[src/rtl/mem_resp_pkg.sv]
// Shared constants for the core data-memory responder: FSM encoding and the
// width of the read-latency counter.
package mem_resp_pkg;

  localparam int STATE_W = 2;

  localparam logic [STATE_W-1:0] S_IDLE    = 2'd0;
  localparam logic [STATE_W-1:0] S_ACCESS  = 2'd1;
  localparam logic [STATE_W-1:0] S_WAITRD  = 2'd2;
  localparam logic [STATE_W-1:0] S_RESPOND = 2'd3;

  // READ_LATENCY is legal in 1..7, so the counter never holds more than 6.
  localparam int MAX_READ_LATENCY = 7;
  localparam int CNT_W            = $clog2(MAX_READ_LATENCY + 1);

  // Counter preload for a given read latency: WAITRD exits when it hits 0.
  function automatic logic [CNT_W-1:0] lat_load(input int lat);
    return CNT_W'(lat - 1);
  endfunction

endpackage

[src/rtl/core_mem_responder_rr_arbiter.sv]
// Combinational round-robin pick: first requester at or after ptr, wrapping.
module rr_arbiter #(
  parameter int CORES = 4,
  parameter int IDX_W = 2
) (
  input  logic [CORES-1:0] req,
  input  logic [IDX_W-1:0] ptr,
  output logic [IDX_W-1:0] grant,
  output logic             any_req
);

  // Scan offsets from farthest to nearest so the nearest requester wins.
  always_comb begin
    grant   = '0;
    any_req = |req;
    for (int off = CORES - 1; off >= 0; off--) begin
      if (req[(int'(ptr) + off) % CORES]) grant = IDX_W'((int'(ptr) + off) % CORES);
    end
  end

endmodule

[src/rtl/core_mem_responder.sv]
// Memory-side responder: arbitrates core data requests round-robin onto one
// single-port synchronous RAM, one access at a time, and returns a one-cycle
// one-hot response pulse (with read data) to the served core.
module core_mem_responder
  import mem_resp_pkg::*;
#(
  parameter int WIDTH        = 32,
  parameter int CORES        = 4,
  parameter int IDX_W        = 2,
  parameter int ADDR_WIDTH   = 16,
  parameter int READ_LATENCY = 2   // 1..7
) (
  input  logic                   clk,
  input  logic                   rst_n,
  input  logic [CORES-1:0]       request,
  input  logic [CORES-1:0]       wren,
  input  logic [CORES*WIDTH-1:0] address,
  input  logic [CORES*WIDTH-1:0] writedata,
  output logic [CORES-1:0]       response,
  output logic [WIDTH-1:0]       readdata,
  output logic [ADDR_WIDTH-1:0]  ram_addr,
  output logic                   ram_we,
  output logic [WIDTH-1:0]       ram_wdata,
  input  logic [WIDTH-1:0]       ram_rdata,
  output logic                   busy
);

  logic [STATE_W-1:0] state;
  logic [IDX_W-1:0]   g_idx;     // core being served
  logic [IDX_W-1:0]   rr_ptr;    // highest-priority core for the next grant
  logic [IDX_W-1:0]   arb_grant;
  logic               arb_any;
  logic               we_q;      // latched direction of the current access
  logic [CNT_W-1:0]   cnt;

  rr_arbiter #(
    .CORES (CORES),
    .IDX_W (IDX_W)
  ) u_arb (
    .req     (request),
    .ptr     (rr_ptr),
    .grant   (arb_grant),
    .any_req (arb_any)
  );

  // Transaction FSM; every output is a register so cores and RAM see clean edges.
  always_ff @(posedge clk or negedge rst_n) begin
    if (!rst_n) begin
      state     <= S_IDLE;
      g_idx     <= '0;
      rr_ptr    <= '0;
      we_q      <= 1'b0;
      cnt       <= '0;
      response  <= '0;
      readdata  <= '0;
      ram_addr  <= '0;
      ram_we    <= 1'b0;
      ram_wdata <= '0;
      busy      <= 1'b0;
    end else begin
      case (state)
        S_IDLE: begin
          // Only the values latched here are used for the rest of the access.
          if (arb_any) begin
            g_idx     <= arb_grant;
            ram_addr  <= address[int'(arb_grant)*WIDTH +: ADDR_WIDTH];
            ram_wdata <= writedata[int'(arb_grant)*WIDTH +: WIDTH];
            we_q      <= wren[arb_grant];
            ram_we    <= wren[arb_grant];
            busy      <= 1'b1;
            state     <= S_ACCESS;
          end
        end
        S_ACCESS: begin
          // The write strobe lives for exactly this one cycle.
          ram_we <= 1'b0;
          if (we_q) begin
            response <= CORES'(1) << g_idx;
            state    <= S_RESPOND;
          end else begin
            cnt   <= lat_load(READ_LATENCY);
            state <= S_WAITRD;
          end
        end
        S_WAITRD: begin
          // Counter reaches 0 in the cycle the RAM presents the read word.
          if (cnt == '0) begin
            readdata <= ram_rdata;
            response <= CORES'(1) << g_idx;
            state    <= S_RESPOND;
          end else begin
            cnt <= cnt - 1'b1;
          end
        end
        S_RESPOND: begin
          // Served core drops to lowest priority for the next round.
          response <= '0;
          rr_ptr   <= (int'(g_idx) == CORES - 1) ? '0 : g_idx + IDX_W'(1);
          busy     <= 1'b0;
          state    <= S_IDLE;
        end
        default: state <= S_IDLE;
      endcase
    end
  end

endmodule

[config.mk]
export PLATFORM = sky130hd
export DESIGN_NAME = core_mem_responder
export DESIGN_NICKNAME = d
export VERILOG_FILES = /design/src/rtl/mem_resp_pkg.sv /design/src/rtl/core_mem_responder_rr_arbiter.sv /design/src/rtl/core_mem_responder.sv
export SDC_FILE = /design/constraint.sdc
export NUM_CORES = 1
export LEC_CHECK = 0
export ABC_AREA = 1
export BUFFER_PORTS_ARGS = -buffer_cell sky130_fd_sc_hd__buf_2
export CAP_MARGIN = 30
export CORE_AREA = 3 3 149 151
export DETAILED_ROUTE_END_ITERATION = 10
export DIE_AREA = 0 0 152 154
export PLACE_DENSITY = 0.71
export SLEW_MARGIN = 40
export SYNTH_ARGS = -nofsm -noshare
export SYNTH_HDL_FRONTEND = slang
export SYNTH_SLANG_ARGS = --single-unit
[constraint.sdc]
create_clock -name clk -period 1.65 [get_ports clk]
set_clock_uncertainty 0.1 [all_clocks]
set_input_delay 0.0825 -clock clk [delete_from_list [all_inputs] [get_ports clk]]
set_output_delay 0.0825 -clock clk [all_outputs]
set_load 0.05 [all_outputs]
# Yosys cells after proc, flatten, opt, wreduce, memory -nomap -nowiden
# Cells that the tools add are included.
# op_classes
n_addsub	5
n_lt_le_gt_ge	5
eq_ne	9
shift	3
mux	32
bitwise	3
reduce_logical	17
# ops
cell	n
variable part select 128 x 8 -> 16 bit	1
variable part select 128 x 8 -> 32 bit	1
two-way mux 2 bit	7
less-than comparator 3 x 4 -> 1 bit (second input constant)	3
case mux 4 bit (3 select lines)	1
two-way mux 1 bit	11
binary-select mux 1 bit (select 2 bit)	5
inequality test 2 bit (second input constant)	5
AND reduction 2 bit	5
two-way mux 4 bit	2
case mux 2 bit (4 select lines)	1
less-than comparator 2 x 3 -> 1 bit (second input constant)	2
two-way mux 3 bit	2
case mux 3 bit (2 select lines)	1
AND reduction 3 bit	2
nonzero test 2 bit	3
OR reduction 2 bit	3
adder 2 x 1 -> 2 bit (second input constant)	2
adder 2 bit (second input constant)	2
equality test 2 x 1 -> 1 bit (second input constant)	2
equality test 2 bit (second input constant)	2
case mux 1 bit (2 select lines)	2
OR reduction 4 bit	1
left shift 1 x 2 -> 4 bit (first input constant)	1
5 further kinds	7
# totals
register_bits	96
input_bits	298
output_inout_bits	86
word_cells	85

# Longest topological paths before layout
# Gate-level depths: netlist of the first run.
# depth
depth_word	14
mapped_depth	16
depth_no_buf	14

# By module
# From an unflattened synthesis of the first run, not the netlist that was laid out.
# unflattened
cells_unflattened	947
area_unflattened_um2	5947.0
# by_module_without_submodules
module	instances	cells_per_inst	area_each_um2	seq_area_each_um2
core_mem_responder	1	901	5758.0	2402.3
rr_arbiter	1	46	188.9	0.0

# Worst setup path before layout of the first run
# No wires, ideal clock.
# synth_path
kind	reg2reg
from	register rr_ptr[0]
to	register ram_addr[0]
setup_time_ps	125
arrival_time_ps	1587
required_ps	1425
slack_ps	-162
path_stages_with_launch	16
n_path_buf	3
period_less_slack_ps	1812
cell_sequence	dfrtp_1 -> buf_4 -> inv_4 -> nand2_1 -> nand2_1 -> nand2_1 -> nand3_2 -> nand2_1 -> nand2_2 -> nand2_4 -> buf_6 -> buf_4 -> nand2_1 -> nand2_1 -> nand2_1 -> nand3_1
# synth_between
elab_chain_cells	9
word_cells_on_any_way	19
cone_classes	add/sub (3); shift (1); mux (15)
# synth_lines
element	line	text
start: declaration	core_mem_responder.sv:30	logic [IDX_W-1:0] rr_ptr;
start signal: assignment	core_mem_responder.sv:98	rr_ptr <= (int'(g_idx) == CORES - 1) ? '0 : g_idx + IDX_W'(1);
adder 2 bit	core_mem_responder_rr_arbiter.sv:17	if (req[(int'(ptr) + off) % CORES]) grant = IDX_W'((int'(ptr) + off) % CORES);
binary-select mux 1 bit (select 2 bit)	core_mem_responder_rr_arbiter.sv:17	
two-way mux 1 bit (not written as such) (2 in series)	core_mem_responder_rr_arbiter.sv:17	
two-way mux 2 bit (3 in series)	core_mem_responder_rr_arbiter.sv:17	
two-way mux 2 bit (*)	core_mem_responder_rr_arbiter.sv:17	
variable part select 128 x 8 -> 16 bit (*)	core_mem_responder.sv:66	ram_addr <= address[int'(arb_grant)*WIDTH +: ADDR_WIDTH];
end signal: assignment	core_mem_responder.sv:66	
end: declaration	core_mem_responder.sv:21	output logic [ADDR_WIDTH-1:0] ram_addr,
# Every way passes the cells marked *; elsewhere a longest branch is shown, timed or not. The select of a mux whose other input is x is not followed.
# A chain may end at the register's enable or synchronous reset.

# Worst setup path after layout of the first run
# layout_path
from	register rr_ptr[0]
to	register ram_addr[15]
# The elaborated chain is that of the path after synthesis.

==> metrics, run 1 <==
layout cells sized above 1=36.61%; Mapped Area=just over 6000 um^2; mux contribution to synthesized area=0%; sw frac=between 50 and 60%; Root Buffer=clkbuf_16; synthesized instance count=945; CP Max Fanout=8; area leader, netlist=dfrtp_1; synthesized flop and latch total=96; GRT Total Usage=around 21%; final core occ=52.22%; DR WL/cell=roughly 16 um; status=finished, violations left; final max-slew violation count=0; Clock Tree Buf Depth=2; Hold Crit Class=input port to register; simple logic cell fraction of the synthesized area=a little under half; # IOs=between 300 and 400; RSZ-0062 raised after global routing=true; total grt overflow=0; Iteration-0 DRC Markers=around 500; Site Rows=53; DRC=0; synth cell count leaders=nand2_1 (470), nand3_1 (103), dfrtp_1 (96), inv_1 (85), nor2_1 (66); clock share of power=~8.4%; Die Wd=approximately 150 um; first-pass GRT wire length=between 30 and 40 mm; pwr dens=~2500 nW/um^2; startpoint types=register; routed via count=~8100; ys flop type=dfrtp_1; Comb pwr share=roughly three quarters; Clock transition at path regs=approximately 0.080 ns; die height=about 150 um; Clk Latency, worst-skew pair=~0.36 ns; Critical Path End Type=register; Initial Utilization=between 20% and 30%; setup violators final=52; sw power=14.31 mW; gp weighted congestion=~0.9; Cell variety after synth=25; initial antenna violation count=1; Worst EP required=1.80 ns; Max-slew headroom=roughly 70%; Max Cap Violations=0; final wirelength=about 27 mm; vias in the first global route=7990; Crit path arrival time=approximately 2.3 ns; Final HPWL DP=around 15 mm; fin crit period=2.094 ns; number of synthesized flops with an enable pin=0; Slew @ Worst Pin=0.4347 ns; TritonCTS clock tree=built; die area=about 23000 um^2; Area Growth Syn to Fin=79.90%; Warnings, synthesis=0; Synth Area in XOR/XNOR=0.1440%; compound-cell area share of the yosys netlist=1.975%; largest net degree at the start of global routing=71; fraction of registers with async set/reset=100.0%; kind of critical path=register to register; Tcrit/Tclk final=126.9%; Max Clk Rate=around 480 MHz; main combinational cell family by area after synthesis=simple AND/OR/NAND/NOR gates; Post-Syn Nets=1254; Pint=roughly 13 mW; worst hold slack=between 0.004 and 0.005 ns; H-tree lvl count=3; pre-CTS WS=-0.4328 ns; post-route setup slack=-0.4445 ns; port bufs=between 300 and 400; mean number of vias per cell=between 4 and 5; CTS Buf Count=9; clock sink total=between 90 and 100; 1st-pass router iterations=5; Core Box Area=20960 um^2; final hold vios=0; Max IR drop VDD=roughly 1.1 mV; Synth Area in Adders=around 2.3%; failing checks=negative setup slack; Synth top area share=39.50%; top post-synthesis cells by area=dfrtp_1 (39%), nand2_1 (29%), nand3_1 (8.5%); power share of the sequential group=between 10% and 20%; Leakage Power=slightly above 6 nW; post-synthesis average cell area=6.436 um^2; Fill cells=~1900; Seq/Total Area, Yosys=between 30% and 40%; Final #Nets=1727; top-count cell post-synth=nand2_1; Detail Route Antenna Nets=0
power groups by stage:
stage / combinational, mW / clock (mW) / sequential [mW]
detailed placement: 14.6 / 0 / 4.21
floorplan: 7.39 / 0 / 7.70
global placement: 14.4 / 0 / 4.21
global route: 22.0 / 2.44 / 4.39
CTS: 17.7 / 2.34 / 4.21
finish: 20.4 / 2.26 / 4.26
layout by cell type (no fill, tap or decap), types with 28 or more instances in the layout:
cell type	n
buf_2	318
dfrtp_1	95
dlygate4sd3_1	128
inv_1	82
nand2_1	424
nand2_2	39
nand3_1	87
nand3b_1	28
nor2_1	30
nor2_2	28
sequential cells by signal, summed over array words and instances, names as in the netlist:
signal	count
busy	1
response	4
readdata	32
g_idx	2
we_q	1
cnt	3
ram_wdata	32
rr_ptr	2
ram_we	1
state	2
ram_addr	16
worst max-delay path, cell delays in order, from the launching register on:
cell       delay (ns)
dfrtp_2          0.47
clkinv_4         0.13
nand2_2          0.11
nand2_2          0.08
nand2_4          0.09
nand3_4          0.09
nand2_2          0.08
nand2_4          0.08
nand2_8          0.12
buf_12           0.15
clkbuf_16        0.17
nand2_1          0.08
nand3_2          0.07
nand2_1          0.06
nand2_1          0.07
nand2_1          0.05
area by class of cell:
cell class,instances,area [um^2],share of cell area (%)
Timing Repair Buffer,513,3993,36.49
Multi-Input combinational cell,710,3538,32.34
Sequential cell,96,2404,21.97
Tap cell,275,344.1,3.145
Inverter,88,337.8,3.087
Clock buffer,9,225.2,2.058
Clock inverter,7,95.09,0.8691
Antenna cell,2,5.005,0.04574
path summary, 6_finish.rpt:
kind / startpoint / to / slack, ns / cells after the start
min: address[110] / ram_addr[14]$_DFFE_PN0P_ / 0.004 / 7
max: rr_ptr[0]$_DFFE_PN0P_ / ram_addr[15]$_DFFE_PN0P_ / -0.44 / 15
max reg2reg: rr_ptr[0]$_DFFE_PN0P_ / ram_addr[15]$_DFFE_PN0P_ / -0.44 / 15
min reg2reg: readdata[27]$_DFFE_PN0P_ / readdata[27]$_DFFE_PN0P_ / 0.37 / 2
max in group asynchronous: rst_n / rr_ptr[0]$_DFFE_PN0P_ / 0.78 / 3
min in group asynchronous: rst_n / readdata[20]$_DFFE_PN0P_ / 0.11 / 2
logic make-up (layout without fill, tap and decap cells):
kind of cell / after synthesis / count (layout)
adder cells (fa/ha/maj): 11 / 11
buffers and inverters: 140 / 617
AO/OA/AOI/OAI: 22 / 22
flip-flops: 96 / 96
other: 0 / 2
AND/OR/NAND/NOR: 675 / 676
XOR/XNOR: 1 / 1
per-layer routing:
| metal | up-vias | global-route usage [%] | wire, um |
|---|---|---|---|
| met5 | - | 0 | 0 |
| met4 | 0 | 9.889 | 1217 |
| met3 | 86 | 5.151 | 2260 |
| met2 | 457 | 35.03 | 12800 |
| met1 | 3688 | 24.97 | 10560 |
| li1 | 3843 | - | - |
metrics by stage:
| step | cells | setup TNS, ns | total power, mW | cell area [um^2] |
|---|---|---|---|---|
| after global placement | 1518 | -15.06 | 18.64 | 8133 |
| after detailed placement | 1518 | -18.57 | 18.83 | 8133 |
| after CTS | 1681 | -15.66 | 24.28 | 10320 |
| after floorplan | 945 | -5.674 | 15.10 | 6108 |
| after global routing | 1699 | -25.35 | 28.82 | 10940 |
| final | 1700 | -19.05 | 26.93 | 10940 |
repair_timing:
item / in CTS / in global routing
pin swaps: 12 / 19
endpoints found under the setup margin: 53 / 93
gates resized for setup: 77 / 87
cloned: 10 / 13
hold buffers: 128 / 0
endpoints found under the hold margin: 167 / 0
setup buffers: 9 / 6
Note: power is estimated with default switching activity, not from simulation.
==> run 2: changes to the inputs <==
Settings changed: ABC_CLOCK_PERIOD_IN_PS from default to 1650, MAX_ROUTING_LAYER from default to met4.
==> run 2 against run 1 <==
  * The flow still finishes with violations (negative setup slack)
  * Cell area decreased by 0.48%
  * Utilization is 0.25 points lower
  * Highest routed layer unchanged
  * Critical path depth increased by 1
  * Cell count hardly changed
==> metrics, run 2 (synthesis gave the netlist of run 1 again) <==
fin crit period=2.078 ns; Clk Latency, worst-skew pair=0.36 ns; final max-slew violation count=0; area post-placement=8133 um^2; Iteration-0 DRC Markers=approximately 490; clock sink total=96; Max-slew headroom=a little over two thirds; Tcrit/Tclk final=125.9%; total power=about 27 mW; Reg-to-Reg End=ram_addr[15]$_DFFE_PN0P_; Leakage Power=6.077 nW; startpoint types=register; setup violators final=52; CP delay by family, top=simple AND/OR/NAND/NOR gates; Top Registers=ram_wdata x32, readdata x32, ram_addr x16; CTS Buf Count=9; Crit path arrival time=2.28 ns; GRT Total Usage=between 20% and 30%; Area Growth Syn to Fin=79.04%; Worst EP required=1.85 ns; die height=~150 um; RSZ-0062 raised after global routing=true; commonest non-fill, non-tap cells in the layout=nand2_1 (429), buf_2 (318), dlygate4sd3_1 (128); Clock Tree Buf Depth=2; Max Clk Rate=~480 MHz; Detail Route Antenna Nets=0; commonest non-fill, non-tap cell in the layout=nand2_1; pwr dens=2452 nW/um^2; Slew @ Worst Pin=0.4402 ns; Fill cells=about 1900; Slowest-stage cell, CP=dfrtp_2; post-route setup slack=-0.4278 ns; routed via count=8093; Max Cap Violations=0; layout cells sized above 1=36.22%; Max IR drop VDD=between 1 and 1.5 mV; Hold Crit Class=input port to register; DRC=0; die area=between 20000 and 25000 um^2; CP max stage delay=between 0.4 and 0.5 ns; mean number of vias per cell=~4.8; vias in the first global route=8000; kind of critical path=register to register; port bufs=319; cell mode on critical path=nand2_1; WHS Endpoint=ram_addr[8]$_DFFE_PN0P_; H-tree lvl count=3; Crit path buffers/inverters=3; Critical Path End Type=register; Clock transition at path regs=about 0.08 ns; largest net degree at the start of global routing=~70; Core Box Area=around 21000 um^2; cell area after layout=~11000 um^2; final wirelength=~27 mm; worst r2r src=rr_ptr[0]$_DFFE_PN0P_; final hold vios=0; Final HPWL DP=approximately 15 mm; Worst path depth=16; Initial Utilization=29.02%; first-pass GRT wire length=39.95 mm; hold path depth=7; CP Max Fanout=8; Final #Nets=between 1500 and 2000; Die Wd=about 150 um; DR WL/cell=approximately 16 um; status=finished, violations left; gp weighted congestion=between 0.9 and 1; R2R depth=16; # IOs=between 300 and 400; 1st-pass router iterations=5; TritonCTS clock tree=built; total grt overflow=0; hold_sp=address[104]; initial antenna violation count=1; R2R setup slack=-0.43 ns; Site Rows=53; crit-path cells=clkinv_4, nand2_2, nand2_2, nand2_4, nand3_4, nand2_2, nand2_4, nand2_8, buf_12, clkbuf_16, nor2_4, nor2_1, nand2_1, nand2_1, nand2_1, nand2_1; Root Buffer=clkbuf_16; failing checks=negative setup slack
run 2: power by group:
group          internal [mW]  switching (mW)  total, mW
combinational           7.70            12.5       20.2
clock                   1.22            1.04       2.27
sequential              3.56           0.703       4.26
run 2: layout make-up:
class / instances / area (um^2) / share of cell area (%)
Timing Repair Buffer: 512 / 3960 / 36.37
Multi-Input combinational cell: 710 / 3518 / 32.31
Sequential cell: 96 / 2404 / 22.07
Tap cell: 275 / 344.1 / 3.160
Inverter: 88 / 337.8 / 3.102
Clock buffer: 9 / 225.2 / 2.068
Clock inverter: 7 / 95.09 / 0.8733
Antenna cell: 2 / 5.005 / 0.04596
run 2: worst max path at each step:
| stage | start | end | slack, ns |
|---|---|---|---|
| after detailed placement | rr_ptr[0]$_DFFE_PN0P_ | ram_addr[14]$_DFFE_PN0P_ | -0.43 |
| final | rr_ptr[0]$_DFFE_PN0P_ | ram_addr[15]$_DFFE_PN0P_ | -0.43 |
| after floorplan | rr_ptr[0]$_DFFE_PN0P_ | ram_addr[0]$_DFFE_PN0P_ | -0.13 |
| after CTS | rr_ptr[0]$_DFFE_PN0P_ | ram_addr[15]$_DFFE_PN0P_ | -0.35 |
| after global routing | rr_ptr[0]$_DFFE_PN0P_ | ram_wdata[22]$_DFFE_PN0P_ | -0.57 |
| after global placement | rr_ptr[0]$_DFFE_PN0P_ | ram_addr[14]$_DFFE_PN0P_ | -0.39 |
run 2: what timing repair did:
item / CTS / global route
pin swaps: 12 / 23
buffers inserted: 9 / 6
hold buffers: 128 / 0
hold endpoints to repair: 167 / 0
endpoints found under the setup margin: 53 / 93
cloned: 10 / 12
gates resized for setup: 77 / 79
run 2: through the flow:
stage	worst slack, ns	TNS [ns]	cells	hold slack [ns]	util, %
after global placement	-0.3888	-15.06	1518	-0.04335	38.81
after global routing	-0.5708	-25.26	1698	0.03997	51.95
after CTS	-0.3531	-15.66	1681	0.0006856	49.24
after floorplan	-0.1252	-5.674	945	-0.3131	-
after detailed placement	-0.4328	-18.57	1518	-0.04166	38.81
final	-0.4278	-18.91	1699	0.005762	51.96
run 2: worst min-delay path, stage by stage:
cell	delay, ns
buf_2	0.08
inv_1	0.04
nand2_1	0.05
nand2_1	0.04
nand2_1	0.05
nand2_1	0.04
nand2_1	0.04
run 2: metal layers:
| layer | share of wire [%] | global-route usage [%] | vias to the layer above |
|---|---|---|---|
| li1 | - | - | 3844 |
| met1 | 39 | 25.13 | 3679 |
| met2 | 48 | 34.97 | 482 |
| met3 | 8.5 | 4.813 | 88 |
| met4 | 4.3 | 10.02 | 0 |
| met5 | 0 | - | - |
==> run 3: changes to the inputs <==
Settings changed: GPL_TIMING_DRIVEN from default to 0.
==> run 3 against run 2 <==
  * The flow still finishes with violations (negative setup slack)
  * Sequential share of layout area increased by 1.8 points
  * Utilization fell by 3.8 points
  * Non-clock buffer count fell by 12
  * Maximum frequency fell by 4.5%
  * Die area did not move
  * Global-route usage down 0.37 points
  * Routed wire length fell by 6.0%
  * Register-to-register slack got worse by 0.098 ns
  * Sequential power fell by 1%
==> metrics, run 3 (synthesis gave the netlist of run 1 again) <==
status=finished, violations left; failing checks=negative setup slack; Core Box Area=between 20000 and 25000 um^2; hold path depth=7; Initial Utilization=roughly 29%; Slowest-stage cell, CP=dfrtp_1; Clock transition at path regs=about 0.07 ns; Crit path buffers/inverters=4; first-pass GRT wire length=roughly 39 mm; cell area after layout=10080 um^2; setup TNS=-22.48 ns; commonest non-fill, non-tap cell in the layout=nand2_1; Worst EP required=around 1.8 ns; R2R setup slack=-0.53 ns; Root Buffer=clkbuf_16; GRT Total Usage=between 20% and 30%; routed via count=a little under 8000; area post-placement=between 8000 and 9000 um^2; Max-slew headroom=64.39%; port bufs=around 320; initial antenna violation count=1; Leakage Power=slightly below 6 nW; final hold vios=0; Crit path arrival time=approximately 2.3 ns; Worst path depth=15; vias in the first global route=slightly below 8000; worst r2r src=rr_ptr[0]$_DFFE_PN0P_; Critical Path Start=rr_ptr[0]$_DFFE_PN0P_; pwr dens=approximately 2400 nW/um^2; CP delay by family, top=simple AND/OR/NAND/NOR gates; die height=154 um; CTS Buf Count=9; layout cells sized above 1=32.44%; final wirelength=approximately 25 mm; Die Wd=152 um; total power=about 24 mW; DRC=0; kind of critical path=register to register; Max Cap Violations=0; CP max stage delay=roughly 0.42 ns; # IOs=~380; Critical Path End Type=register; Fill cells=around 2000; Iteration-0 DRC Markers=about 400; Reg-to-Reg End=ram_addr[0]$_DFFE_PN0P_; 1st-pass router iterations=5; Hold Crit Class=input port to register; worst hold slack=approximately 0.0072 ns; CP Max Fanout=7; cell mode on critical path=nand2_1; crit-path cells=buf_8, inv_8, nand2_1, nand2_2, nand2_4, nand3_4, nand2_4, nand2_8, nand2_8, buf_12, clkbuf_16, nand2_1, nand2_1, nand2_1, nand3_1; Tcrit/Tclk final=131.9%; fin crit period=about 2.2 ns; TritonCTS clock tree=built; startpoint types=register; Layout Cells excl Fill=about 1700; total grt overflow=0; commonest non-fill, non-tap cells in the layout=nand2_1 (449), buf_2 (327), dlygate4sd3_1 (112); DR WL/cell=~15 um; Max IR drop VDD=between 1 and 1.5 mV; Area Growth Syn to Fin=65.79%; setup violators final=53; hold_sp=writedata[109]; Final HPWL DP=around 17 mm; clock sink total=96; Slew @ Worst Pin=between 0.5 and 0.6 ns; WHS Endpoint=ram_wdata[13]$_DFFE_PN0P_; gp weighted congestion=0.9100; Final #Nets=1716; Clk Latency, worst-skew pair=0.35 ns; Top Registers=ram_wdata x32, readdata x32, ram_addr x16; RSZ-0062 raised after global routing=true; die area=between 20000 and 25000 um^2; post-route setup slack=-0.5255 ns; Detail Route Antenna Nets=0; final max-slew violation count=0; Max Clk Rate=around 460 MHz; largest net degree at the start of global routing=between 60 and 70; H-tree lvl count=3; R2R depth=15; Clock Tree Buf Depth=2; mean number of vias per cell=4.614; DP Cell Count=between 1500 and 2000; Site Rows=53
## run 3: worst max path at each step
stage                                     to  slack (ns)
floorplan            ram_addr[0]$_DFFE_PN0P_       -0.13
global placement    ram_addr[10]$_DFFE_PN0P_       -0.68
detailed placement  ram_addr[10]$_DFFE_PN0P_       -0.73
CTS                 ram_wdata[6]$_DFFE_PN0P_       -0.44
global route         ram_addr[0]$_DFFE_PN0P_       -0.58
finish               ram_addr[0]$_DFFE_PN0P_       -0.53
## run 3: tightest hold or removal path, stage by stage
cell and delay (ns):
buf_2 0.08, inv_1 0.03, nand2_1 0.05, nand2_1 0.05, nand2_1 0.05, nand2_1 0.04
nand2_1 0.05
## run 3: metal layers
layer | vias to the layer above | share of wire, % | global-route usage, %
li1 | 3820 | - | -
met1 | 3540 | 42 | 25.52
met2 | 376 | 48 | 35.37
met3 | 53 | 6.9 | 3.743
met4 | 0 | 3.1 | 7.277
met5 | - | 0 | -
## run 3: per-stage QoR
step | setup slack, ns | utilization, %
2_1_floorplan | -0.1252 | -
3_3_place_gp | -0.6845 | 38.41
3_5_place_dp | -0.7282 | 38.59
4_1_cts | -0.4404 | 46.81
5_1_grt | -0.5835 | 48.12
6_report | -0.5255 | 48.12
## run 3: layout make-up
| cell class | instances | area (um^2) | area share (%) |
|---|---|---|---|
| Antenna cell | 1 | 2.502 | 0.02482 |
| Buffer | 52 | 441.7 | 4.380 |
| Clock buffer | 10 | 239.0 | 2.370 |
| Clock inverter | 6 | 56.30 | 0.5584 |
| Inverter | 88 | 340.3 | 3.375 |
| Multi-Input combinational cell | 712 | 3299 | 32.72 |
| Sequential cell | 96 | 2404 | 23.84 |
| Tap cell | 275 | 344.1 | 3.412 |
| Timing Repair Buffer | 448 | 2957 | 29.32 |
## run 3: power breakdown
group	switching [mW]	internal [mW]
combinational	11.7	5.80
sequential	0.647	3.56
clock	1.01	1.10
## run 3: timing repair
action,4_1_cts,5_1_grt
hold buffers,112,0
resized for setup,59,79
hold endpoints to repair,154,0
endpoints found under the setup margin,90,92
setup buffers,7,4
cloned,5,3
pin swaps,6,12
